File: src/rtl/alu_issue.sv
// Registered RV32I decode-and-issue stage feeding the single-cycle alu over valid/ready.
// Define ALU_ISSUE_SKID_EN to add a skid entry and a registered in_ready.
module alu_issue #(
  parameter int CNT_W = 16
) (
  input  logic             clk,
  input  logic             rst,
  input  logic             in_valid,
  output logic             in_ready,
  input  logic [31:0]      instr,
  input  logic [31:0]      rs1_val,
  input  logic [31:0]      rs2_val,
  input  logic [31:0]      pc,
  output logic             out_valid,
  input  logic             out_ready,
  output logic [4:0]       aluc,
  output logic [31:0]      a,
  output logic [31:0]      b,
  output logic             is_branch,
  output logic             illegal,
  output logic             err_sticky,
  output logic [CNT_W-1:0] illegal_cnt
);

  localparam logic [6:0] OP_REG    = 7'b0110011;
  localparam logic [6:0] OP_IMM    = 7'b0010011;
  localparam logic [6:0] OP_LUI    = 7'b0110111;
  localparam logic [6:0] OP_AUIPC  = 7'b0010111;
  localparam logic [6:0] OP_LOAD   = 7'b0000011;
  localparam logic [6:0] OP_STORE  = 7'b0100011;
  localparam logic [6:0] OP_JAL    = 7'b1101111;
  localparam logic [6:0] OP_JALR   = 7'b1100111;
  localparam logic [6:0] OP_BRANCH = 7'b1100011;

  localparam logic [6:0] F7_BASE = 7'b0000000;
  localparam logic [6:0] F7_ALT  = 7'b0100000;

  localparam logic [4:0] ALU_ADD  = 5'b00000;
  localparam logic [4:0] ALU_SUB  = 5'b00001;
  localparam logic [4:0] ALU_AND  = 5'b00010;
  localparam logic [4:0] ALU_OR   = 5'b00011;
  localparam logic [4:0] ALU_XOR  = 5'b00100;
  localparam logic [4:0] ALU_SLL  = 5'b00101;
  localparam logic [4:0] ALU_SLT  = 5'b00110;
  localparam logic [4:0] ALU_SLTU = 5'b00111;
  localparam logic [4:0] ALU_SRL  = 5'b01000;
  localparam logic [4:0] ALU_SRA  = 5'b01001;
  localparam logic [4:0] ALU_JALR = 5'b01010;
  localparam logic [4:0] ALU_BEQ  = 5'b01011;
  localparam logic [4:0] ALU_BNE  = 5'b01100;
  localparam logic [4:0] ALU_BLT  = 5'b01101;
  localparam logic [4:0] ALU_BGE  = 5'b01110;
  localparam logic [4:0] ALU_BLTU = 5'b01111;
  localparam logic [4:0] ALU_BGEU = 5'b10000;

  typedef struct packed {
    logic [4:0]  aluc;
    logic [31:0] a;
    logic [31:0] b;
    logic        isBranch;
    logic        illegal;
  } bundle_t;

  logic [6:0]  opcode;
  logic [2:0]  funct3;
  logic [6:0]  funct7;
  logic [31:0] immI;
  logic [31:0] immS;
  logic [31:0] immU;
  logic        unusedRd;

  assign opcode   = instr[6:0];
  assign funct3   = instr[14:12];
  assign funct7   = instr[31:25];
  assign immI     = {{20{instr[31]}}, instr[31:20]};
  assign immS     = {{20{instr[31]}}, instr[31:25], instr[11:7]};
  assign immU     = {instr[31:12], 12'b0};
  assign unusedRd = ^instr[11:7];

  logic        decIllegal;
  logic [4:0]  decAluc;
  logic [31:0] decA;
  logic [31:0] decB;
  bundle_t     dec;

  // The alu shifts b by a[4:0], so shift decodes swap rs1 into b and put shamt in a.
  always_comb begin
    decIllegal = 1'b0;
    decAluc    = ALU_ADD;
    decA       = rs1_val;
    decB       = rs2_val;
    case (opcode)
      OP_REG: begin
        if (funct7 == F7_BASE) begin
          case (funct3)
            3'b000: decAluc = ALU_ADD;
            3'b001: begin decAluc = ALU_SLL; decA = {27'b0, rs2_val[4:0]}; decB = rs1_val; end
            3'b010: decAluc = ALU_SLT;
            3'b011: decAluc = ALU_SLTU;
            3'b100: decAluc = ALU_XOR;
            3'b101: begin decAluc = ALU_SRL; decA = {27'b0, rs2_val[4:0]}; decB = rs1_val; end
            3'b110: decAluc = ALU_OR;
            default: decAluc = ALU_AND;
          endcase
        end else if (funct7 == F7_ALT && funct3 == 3'b000) begin
          decAluc = ALU_SUB;
        end else if (funct7 == F7_ALT && funct3 == 3'b101) begin
          decAluc = ALU_SRA;
          decA    = {27'b0, rs2_val[4:0]};
          decB    = rs1_val;
        end else begin
          decIllegal = 1'b1;
        end
      end
      OP_IMM: begin
        decB = immI;
        case (funct3)
          3'b000: decAluc = ALU_ADD;
          3'b010: decAluc = ALU_SLT;
          3'b011: decAluc = ALU_SLTU;
          3'b100: decAluc = ALU_XOR;
          3'b110: decAluc = ALU_OR;
          3'b111: decAluc = ALU_AND;
          3'b001: begin
            decAluc    = ALU_SLL;
            decA       = {27'b0, instr[24:20]};
            decB       = rs1_val;
            decIllegal = (funct7 != F7_BASE);
          end
          default: begin
            decAluc    = (funct7 == F7_ALT) ? ALU_SRA : ALU_SRL;
            decA       = {27'b0, instr[24:20]};
            decB       = rs1_val;
            decIllegal = (funct7 != F7_BASE) && (funct7 != F7_ALT);
          end
        endcase
      end
      OP_LUI:   begin decA = 32'd0; decB = immU; end
      OP_AUIPC: begin decA = pc;    decB = immU; end
      OP_LOAD:  decB = immI;
      OP_STORE: decB = immS;
      OP_JAL:   begin decA = pc;    decB = 32'd4; end
      OP_JALR:  begin decAluc = ALU_JALR; decB = immI; end
      OP_BRANCH: begin
        case (funct3)
          3'b000: decAluc = ALU_BEQ;
          3'b001: decAluc = ALU_BNE;
          3'b100: decAluc = ALU_BLT;
          3'b101: decAluc = ALU_BGE;
          3'b110: decAluc = ALU_BLTU;
          3'b111: decAluc = ALU_BGEU;
          default: decIllegal = 1'b1;
        endcase
      end
      default: decIllegal = 1'b1;
    endcase

    dec         = '0;
    dec.illegal = decIllegal;
    if (!decIllegal) begin
      dec.aluc     = decAluc;
      dec.a        = decA;
      dec.b        = decB;
      dec.isBranch = (decAluc >= ALU_BEQ) && (decAluc <= ALU_BGEU);
    end
  end

  logic accept;
  logic countUp;
  assign accept  = in_valid & in_ready;
  assign countUp = accept & dec.illegal;

  logic [CNT_W-1:0] illegalCnt_q, illegalCnt_d;
  logic             sticky_q, sticky_d;

  // Illegal accounting happens at accept time, independent of when the bundle issues.
  always_comb begin
    illegalCnt_d = illegalCnt_q;
    sticky_d     = sticky_q;
    if (countUp) begin
      sticky_d = 1'b1;
      if (illegalCnt_q != {CNT_W{1'b1}}) illegalCnt_d = illegalCnt_q + CNT_W'(1);
    end
  end

  always_ff @(posedge clk) begin
    if (rst) begin
      illegalCnt_q <= '0;
      sticky_q     <= 1'b0;
    end else begin
      illegalCnt_q <= illegalCnt_d;
      sticky_q     <= sticky_d;
    end
  end

  bundle_t out_q, out_d;
  logic    outValid_q, outValid_d;

`ifdef ALU_ISSUE_SKID_EN
  bundle_t skid_q, skid_d;
  logic    skidValid_q, skidValid_d;
  logic    inReady_q;

  // Skid entry drains into the output register first so issue order matches accept order.
  always_comb begin
    out_d       = out_q;
    outValid_d  = outValid_q;
    skid_d      = skid_q;
    skidValid_d = skidValid_q;
    if (!outValid_q || out_ready) begin
      if (skidValid_q) begin
        out_d       = skid_q;
        outValid_d  = 1'b1;
        skidValid_d = accept;
        if (accept) skid_d = dec;
      end else if (accept) begin
        out_d      = dec;
        outValid_d = 1'b1;
      end else begin
        outValid_d = 1'b0;
      end
    end else if (accept) begin
      skid_d      = dec;
      skidValid_d = 1'b1;
    end
  end

  always_ff @(posedge clk) begin
    if (rst) begin
      skid_q      <= '0;
      skidValid_q <= 1'b0;
      inReady_q   <= 1'b1;
    end else begin
      skid_q      <= skid_d;
      skidValid_q <= skidValid_d;
      inReady_q   <= ~skidValid_d;
    end
  end

  assign in_ready = inReady_q;
`else
  always_comb begin
    out_d      = out_q;
    outValid_d = outValid_q;
    if (accept) begin
      out_d      = dec;
      outValid_d = 1'b1;
    end else if (out_ready) begin
      outValid_d = 1'b0;
    end
  end

  assign in_ready = ~outValid_q | out_ready;
`endif

  always_ff @(posedge clk) begin
    if (rst) begin
      out_q      <= '0;
      outValid_q <= 1'b0;
    end else begin
      out_q      <= out_d;
      outValid_q <= outValid_d;
    end
  end

  assign out_valid   = outValid_q;
  assign aluc        = out_q.aluc;
  assign a           = out_q.a;
  assign b           = out_q.b;
  assign is_branch   = out_q.isBranch;
  assign illegal     = out_q.illegal;
  assign err_sticky  = sticky_q;
  assign illegal_cnt = illegalCnt_q;

endmodule

File: config.mk
export PLATFORM = sky130hd
export DESIGN_NAME = alu_issue
export DESIGN_NICKNAME = d
export VERILOG_FILES = /design/src/rtl/alu_issue.sv
export SDC_FILE = /design/constraint.sdc
export NUM_CORES = 1
export LEC_CHECK = 0
export ABC_AREA = 0
export ABC_CLOCK_PERIOD_IN_PS = 2300
export BUFFER_PORTS_ARGS = -buffer_cell sky130_fd_sc_hd__buf_2
export CAP_MARGIN = 0
export CORE_ASPECT_RATIO = 0.8
export CORE_MARGIN = 8
export CORE_UTILIZATION = 44
export CTS_CLUSTER_DIAMETER = 30
export CTS_CLUSTER_SIZE = 28
export DETAILED_ROUTE_END_ITERATION = 10
export PLACE_DENSITY = 0.79
export SYNTH_ARGS = -nofsm -noshare
export SYNTH_HDL_FRONTEND = slang
export SYNTH_SLANG_ARGS = --single-unit
File: constraint.sdc
create_clock -name clk -period 2.3 [get_ports clk]
set_clock_uncertainty 0.15 [all_clocks]
set_input_delay 0.345 -clock clk [delete_from_list [all_inputs] [get_ports clk]]
set_output_delay 0.345 -clock clk [all_outputs]
set_load 0.01 [all_outputs]
==> results of run 1 <==
[cells in the mapped netlist, drive strengths merged (11+ instances only)]
cell type / n / area [um^2]
nor2: 30 / 113
a21o: 23 / 173
buf: 16 / 105
a21oi: 61 / 313
a221oi: 21 / 184
nand2: 69 / 259
dfxtp: 89 / 1780
a22oi: 30 / 225
nor3: 13 / 76.3
nor2b: 11 / 68.8
clkbuf: 39 / 146
o21ai: 97 / 489
nand3: 16 / 80.1
[registers in the layout, summed over array words and instances (netlist names)]
register     cells
b               32
is_branch        1
err_sticky       1
illegal          1
out_valid        1
illegal_cnt     16
a               32
aluc             5
[critical path, delay by kind of cell]
| kind | cells | cell delay, ns |
|---|---|---|
| and+or+nand+nor | 4 | 1.61 |
| buffers and inverters | 2 | 0.28 |
| AOI/OAI and AO/OA | 2 | 0.21 |
[report_power, final]
group / total, mW / switching (mW) / internal, mW
Clock: 1.44 / 0.641 / 0.797
Sequential: 1.58 / 0.0137 / 1.56
Combinational: 0.606 / 0.327 / 0.278
[through the flow]
| step | setup slack [ns] | TNS (ns) | std cells |
|---|---|---|---|
| CTS | 0.0441 | 0 | 1074 |
| floorplan | -0.117 | -3.06 | 646 |
| finish | -0.000135 | -0.000135 | 1077 |
| global placement | -0.276 | -14.84 | 1058 |
| detailed placement | -0.312 | -17.72 | 1058 |
| global route | -0.0343 | -0.0740 | 1076 |
[final cells by class]
class	count	area share (%)
Inverter	9	0.456
Sequential cell	89	24.1
Antenna cell	1	0.0338
Multi-Input combinational cell	493	42.6
Timing Repair Buffer	321	26.5
Tap cell	148	2.50
Clock buffer	11	3.41
Clock inverter	5	0.524
[placed cells by master (no fill, tap or decap), types with 4 or more instances in the layout]
master,Yosys,routed
buf_2,12,221
buf_4,0,91
dfxtp_1,89,89
nand2_1,69,69
o21ai_0,72,68
a21oi_1,59,48
a22oi_1,30,30
nor2_1,30,28
o21ai_1,24,28
a21o_1,23,23
nand3_1,16,16
a221oi_1,21,14
a21oi_2,2,13
nor2b_1,11,11
nor3_1,12,11
or3_1,10,10
inv_1,9,9
clkbuf_16,0,9
a222oi_1,8,8
buf_12,0,8
a221oi_2,0,7
o21a_1,7,7
o31ai_1,8,7
nand4_1,5,5
or4_1,6,5
nand2b_1,4,4
[routing by layer]
| metal | track usage, % | vias to the layer above | routed length, um |
|---|---|---|---|
| met5 | 0 | - | 11 |
| met4 | 9.28 | 2 | 514 |
| met3 | 7.86 | 47 | 2400 |
| met2 | 41.0 | 409 | 9520 |
| met1 | 34.2 | 2989 | 8500 |
| li1 | - | 3006 | - |
[cells by family after synthesis]
family,share of synthesized area (%)
multiplexers,0.837
AO/OA/AOI/OAI,37.6
AND/OR/NAND/NOR,20.3
flip-flops,35.0
buffers and inverters,5.61
XOR/XNOR,0.345
adder cells (fa/ha/maj),0.246
[timing repair]
item,4_1_cts,5_1_grt
pin swaps,0,3
gates cloned,0,0
setup endpoints to repair,1,29
gates resized for setup,1,6
buffers inserted,0,2
hold buffers,0,0
[worst max path at each step]
stage | slack (ns) | end | startpoint | depth (start not counted)
2_1_floorplan | -0.12 | illegal_cnt[14] | instr[3] | 7
3_3_place_gp | -0.28 | b[26] | instr[26] | 8
3_5_place_dp | -0.31 | b[30] | instr[26] | 8
4_1_cts | 0.04 | b[30] | instr[26] | 8
5_1_grt | -0.03 | b[24] | instr[28] | 8
6_report | -0.0001 | a[2] | instr[28] | 8
==> metrics.md, run 1 <==
| Metric | Value |
|---|---|
| Max-cap violations | `0` |
| Post-synthesis async set-or-reset flop share | `0%` |
| Die Width | `approximately 140 um` |
| CTS Buf Count | `9` |
| Hold Path Class | `input pin to flop` |
| Worst EP arrival | `2.44 ns` |
| Worst r2r dst | `illegal_cnt[15]` |
| Crit path max fanout | `5` |
| Layout cells sized above 1 | `around two fifths` |
| Library cells used by synthesis | `between 60 and 70` |
| IO Pins | `around 220` |
| Overflow after GRT | `0` |
| Synth Cell Area | `between 0.005 and 0.006 mm^2` |
| Pre-Repair DR Iteration Count | `6` |
| Nets | `approximately 1.1k` |
| Die Y | `around 110 um` |
| DR iter-0 viols | `a little under 800` |
| H-tree depth | `3` |
| CTS tree | `built` |
| DR vias | `6453` |
| Status | `finished, violations left` |
| Worst-case reg-to-reg path depth | `7` |
| Reg2reg start | `illegal_cnt[0]` |
| Final hold slack | `0.0914 ns` |
| Worst-Margin Slew | `~0.65 ns` |
| Worst hold start | `rs1_val[3]` |
| Hold path depth | `2` |
| Post-Syn Area per Cell | `around 7.9 um^2` |
| Longest Clk Path Bufs | `2` |
| Pwr Total | `3.62 mW` |
| Crit start category | `input pin` |
| Peak VDD IR | `about 460 uV` |
| Design area | `0.00741 mm^2` |
| Slew Viols, Final | `0` |
| Drc violations | `0` |
| Fmax | `around 430 MHz` |
| DPL Wire Length | `around 16000 um` |
| Area taken by multi-input logic gates | `around 0.0032 mm^2` |
| Vias per cell | `5.99` |
| Violated checks | `setup timing` |
| R2r setup slk | `roughly 0.25 ns` |
| CORE AREA | `~0.011 mm^2` |
| Pwr/cell area | `approximately 490 mW/mm^2` |
| Worst-path clk slew | `around 0.060 ns` |
| Cells after synthesis | `approximately 650` |
| Sequential cell area | `between 0.0015 and 0.002 mm^2` |
| Final Hold Violating Endpoints | `0` |
| Yosys warnings | `0` |
| Synthesized Nets | `~780` |
| Finish-stage setup viols | `1` |
| Sequential area share after synthesis | `a little over a third` |
| Hold EP | `a[3]` |
| Largest net degree at the start of global routing | `38` |
| CP peak stage delay | `between 0.6 and 0.7 ns` |
| Number of synthesized flops with an enable pin | `0` |
| Clock sink count | `89` |
| Number of global-route vias before repair | `a little over 6k` |
| Site Rows | `35` |
| Fill cells | `between 1k and 1.5k` |
| Starting density of the core | `roughly 45%` |
| Prevailing post-synth register cell | `dfxtp_1` |
| Die area | `between 0.015 and 0.02 mm^2` |
| Yosys reg bits | `a little under 90` |
| RSZ-0062 raised after global routing | `true` |
| Final min period | `roughly 2.3 ns` |
| Total Wirelength | `20900 um` |
| Final worst slack | `-0.000135 ns` |
| Clk root buf | `clkbuf_16` |
| P_leak | `3.42 nW` |
| Antenna violations before repair | `1` |
| GR Util All Layers | `a little over a quarter` |
| Routability cong. | `1.03` |
| Worst EP required | `2.44 ns` |
| Worst setup EP type | `flop` |
| Worst skew pair latency | `0.35 ns` |
| Synth-to-Final Area Change | `45.7%` |
| DRT antenna net count | `0` |
| Slew HR | `about 57%` |
| Worst path slowest cell | `or4_4` |
| Wirelength per Cell | `between 15 and 20 um` |
| CP Class | `input pin to flop` |
| Final core utilization | `65.1%` |
| Period utilization | `100%` |
| Port bufs | `about 220` |
| Placed inst area | `between 0.007 and 0.008 mm^2` |
| First-pass GRT wire length | `between 30000 and 40000 um` |
| Worst path cell trace | `buf_2, or4_4, or4_4, nor2_1, buf_4, a222oi_1, nor2_1, a221o_1` |
(Power assumes the default switching activity.)
==> run 2, diff against run 1 <==
- CORE_MARGIN: 8 -> not set
==> run 2 against run 1 <==
  * The run still ends with setup timing left
  * Largest cell class unchanged
  * Worst setup slack got worse by 0.00097 ns
  * First-iteration DRC count fell by 5.2%
  * Cell area rose by 1.5%
==> metrics.md, run 2 (same netlist as run 1, synthesis figures left out) <==
| Metric | Value |
|---|---|
| Antenna diodes | `0` |
| CORE AREA | `between 0.01 and 0.015 mm^2` |
| Worst path cell trace | `buf_6, or4_4, nor3_4, o211ai_2, or4b_4, clkbuf_16, a21oi_2, a21o_1` |
| Wirelength per Cell | `~19 um` |
| Starting density of the core | `approximately 46%` |
| Period utilization | `100%` |
| Largest delay share family, worst path | `simple AND/OR/NAND/NOR gates` |
| CP Class | `input pin to flop` |
| Violated checks | `setup timing` |
| Number of global-route vias before repair | `5858` |
| P_leak | `roughly 3.5 nW` |
| Vias per cell | `between 5 and 6` |
| Worst EP arrival | `2.45 ns` |
| Antenna violations before repair | `0` |
| Most common cell after layout, fill and taps aside | `buf_2` |
| Routability cong. | `slightly below 1` |
| Clk pwr share | `between 40% and 50%` |
| Clk root buf | `clkbuf_16` |
| GR Util All Layers | `32.1%` |
| Hold Path Class | `input pin to flop` |
| Finish-stage setup viols | `1` |
| Post-route insts no fill | `1075` |
| Worst EP required | `between 2 and 2.5 ns` |
| Site Rows | `34` |
| Cell total after placement | `1055` |
| Crit start category | `input pin` |
| Pint | `between 2 and 3 mW` |
| IO Pins | `222` |
| Overflow after GRT | `0` |
| Total Wirelength | `20100 um` |
| DRT antenna net count | `0` |
| Worst-path clk slew | `roughly 0.07 ns` |
| Status | `finished, violations left` |
| CP peak stage delay | `0.62 ns` |
| Peak VDD IR | `roughly 350 uV` |
| Crit path max fanout | `25` |
| Clock sink count | `slightly below 90` |
| Die Width | `between 100 and 150 um` |
| Pwr Total | `3.72 mW` |
| H-tree depth | `3` |
| DR iter-0 viols | `between 700 and 800` |
| Worst slack, placed | `-0.343 ns` |
| Largest net degree at the start of global routing | `58` |
| Worst-Margin Slew | `a little over 0.7 ns` |
| Combinational Power Share | `about 17%` |
| WP buf/inv | `2` |
| Drc violations | `0` |
| Slew Viols, Final | `0` |
| Pwr/cell area | `495 mW/mm^2` |
| Commonest non-fill, non-tap cells in the layout | `buf_2, buf_4, dfxtp_1` |
| Design area | `about 0.0075 mm^2` |
| CTS Buf Count | `9` |
| Worst path slowest cell | `or4b_4` |
| Worst setup EP type | `flop` |
| Final min period | `~2.3 ns` |
| Final worst slack | `-0.00110 ns` |
| DPL Wire Length | `14900 um` |
| CTS tree | `built` |
| Port bufs | `~220` |
| Net switching power | `1.02 mW` |
| Sw frac | `between 20% and 30%` |
| Final Hold Violating Endpoints | `0` |
| Final core utilization | `about 68%` |
| Max-cap violations | `0` |
| Pre-Repair DR Iteration Count | `6` |
| Longest Clk Path Bufs | `2` |
| Nets | `1059` |
| RSZ-0062 raised after global routing | `true` |
| Placed inst area | `roughly 0.0071 mm^2` |
| Die area | `around 0.012 mm^2` |
| Layout cells sized above 1 | `42.1%` |
| Fmax | `between 400 and 500 MHz` |
| First-pass GRT wire length | `just over 30000 um` |
| DR vias | `between 6k and 7k` |
| Die Y | `just under 100 um` |
| Worst skew pair latency | `approximately 0.34 ns` |
| Slew HR | `approximately 51%` |
| Reg power frac | `between 40% and 50%` |
| Synth-to-Final Area Change | `47.8%` |
[run 2: path summary, 6_finish.rpt]
path | slack (ns) | to | start | cells past startpoint
max | -0.001 | b[15] | instr[27] | 8
min | 0.09 | b[5] | rs2_val[5] | 3
max reg2reg | 0.23 | illegal_cnt[15] | illegal_cnt[0] | 7
min reg2reg | 0.30 | b[5] | b[5] | 2
[run 2: power groups by stage]
stage	combinational, mW	clock [mW]	sequential, mW
2_1_floorplan	0.252	0	1.62
3_3_place_gp	0.583	0	1.61
3_5_place_dp	0.586	0	1.61
4_1_cts	0.589	1.53	1.58
5_1_grt	0.660	1.61	1.58
6_report	0.616	1.53	1.58
[run 2: worst min-delay path, stage by stage]
cell	delay, ns
buf_2	0.07
a21oi_1	0.03
o21ai_1	0.10
[run 2: layout make-up]
| type | instances | area (um^2) |
|---|---|---|
| Fill cell | 975 | 3540 |
| Multi-Input combinational cell | 493 | 3190 |
| Timing Repair Buffer | 324 | 2030 |
| Sequential cell | 89 | 1780 |
| Clock buffer | 9 | 225 |
| Tap cell | 144 | 180 |
| Clock inverter | 7 | 77.6 |
| Inverter | 9 | 33.8 |
[run 2: stage by stage]
stage,TNS [ns],hold WS [ns]
after floorplan,-3.06,0.320
after global placement,-17.63,0.279
after detailed placement,-19.43,0.287
after CTS,0,0.0880
after global routing,-0.345,0.0991
final,-0.00110,0.0892
[run 2: per-layer routing]
metal  GRT usage [%]  routed length [um]  vias to the layer above
met5               0                   0                        -
met4            10.2                 461                        0
met3            7.07                2000                       42
met2            51.1                9430                      366
met1            43.1                8190                     2988
li1                -                   -                     3017
[run 2: repair_timing]
| item | CTS | global route |
|---|---|---|
| gates resized for setup | 0 | 23 |
| hold buffers | 0 | 0 |
| setup buffers | 0 | 1 |
| endpoints found under the setup margin | 0 | 36 |
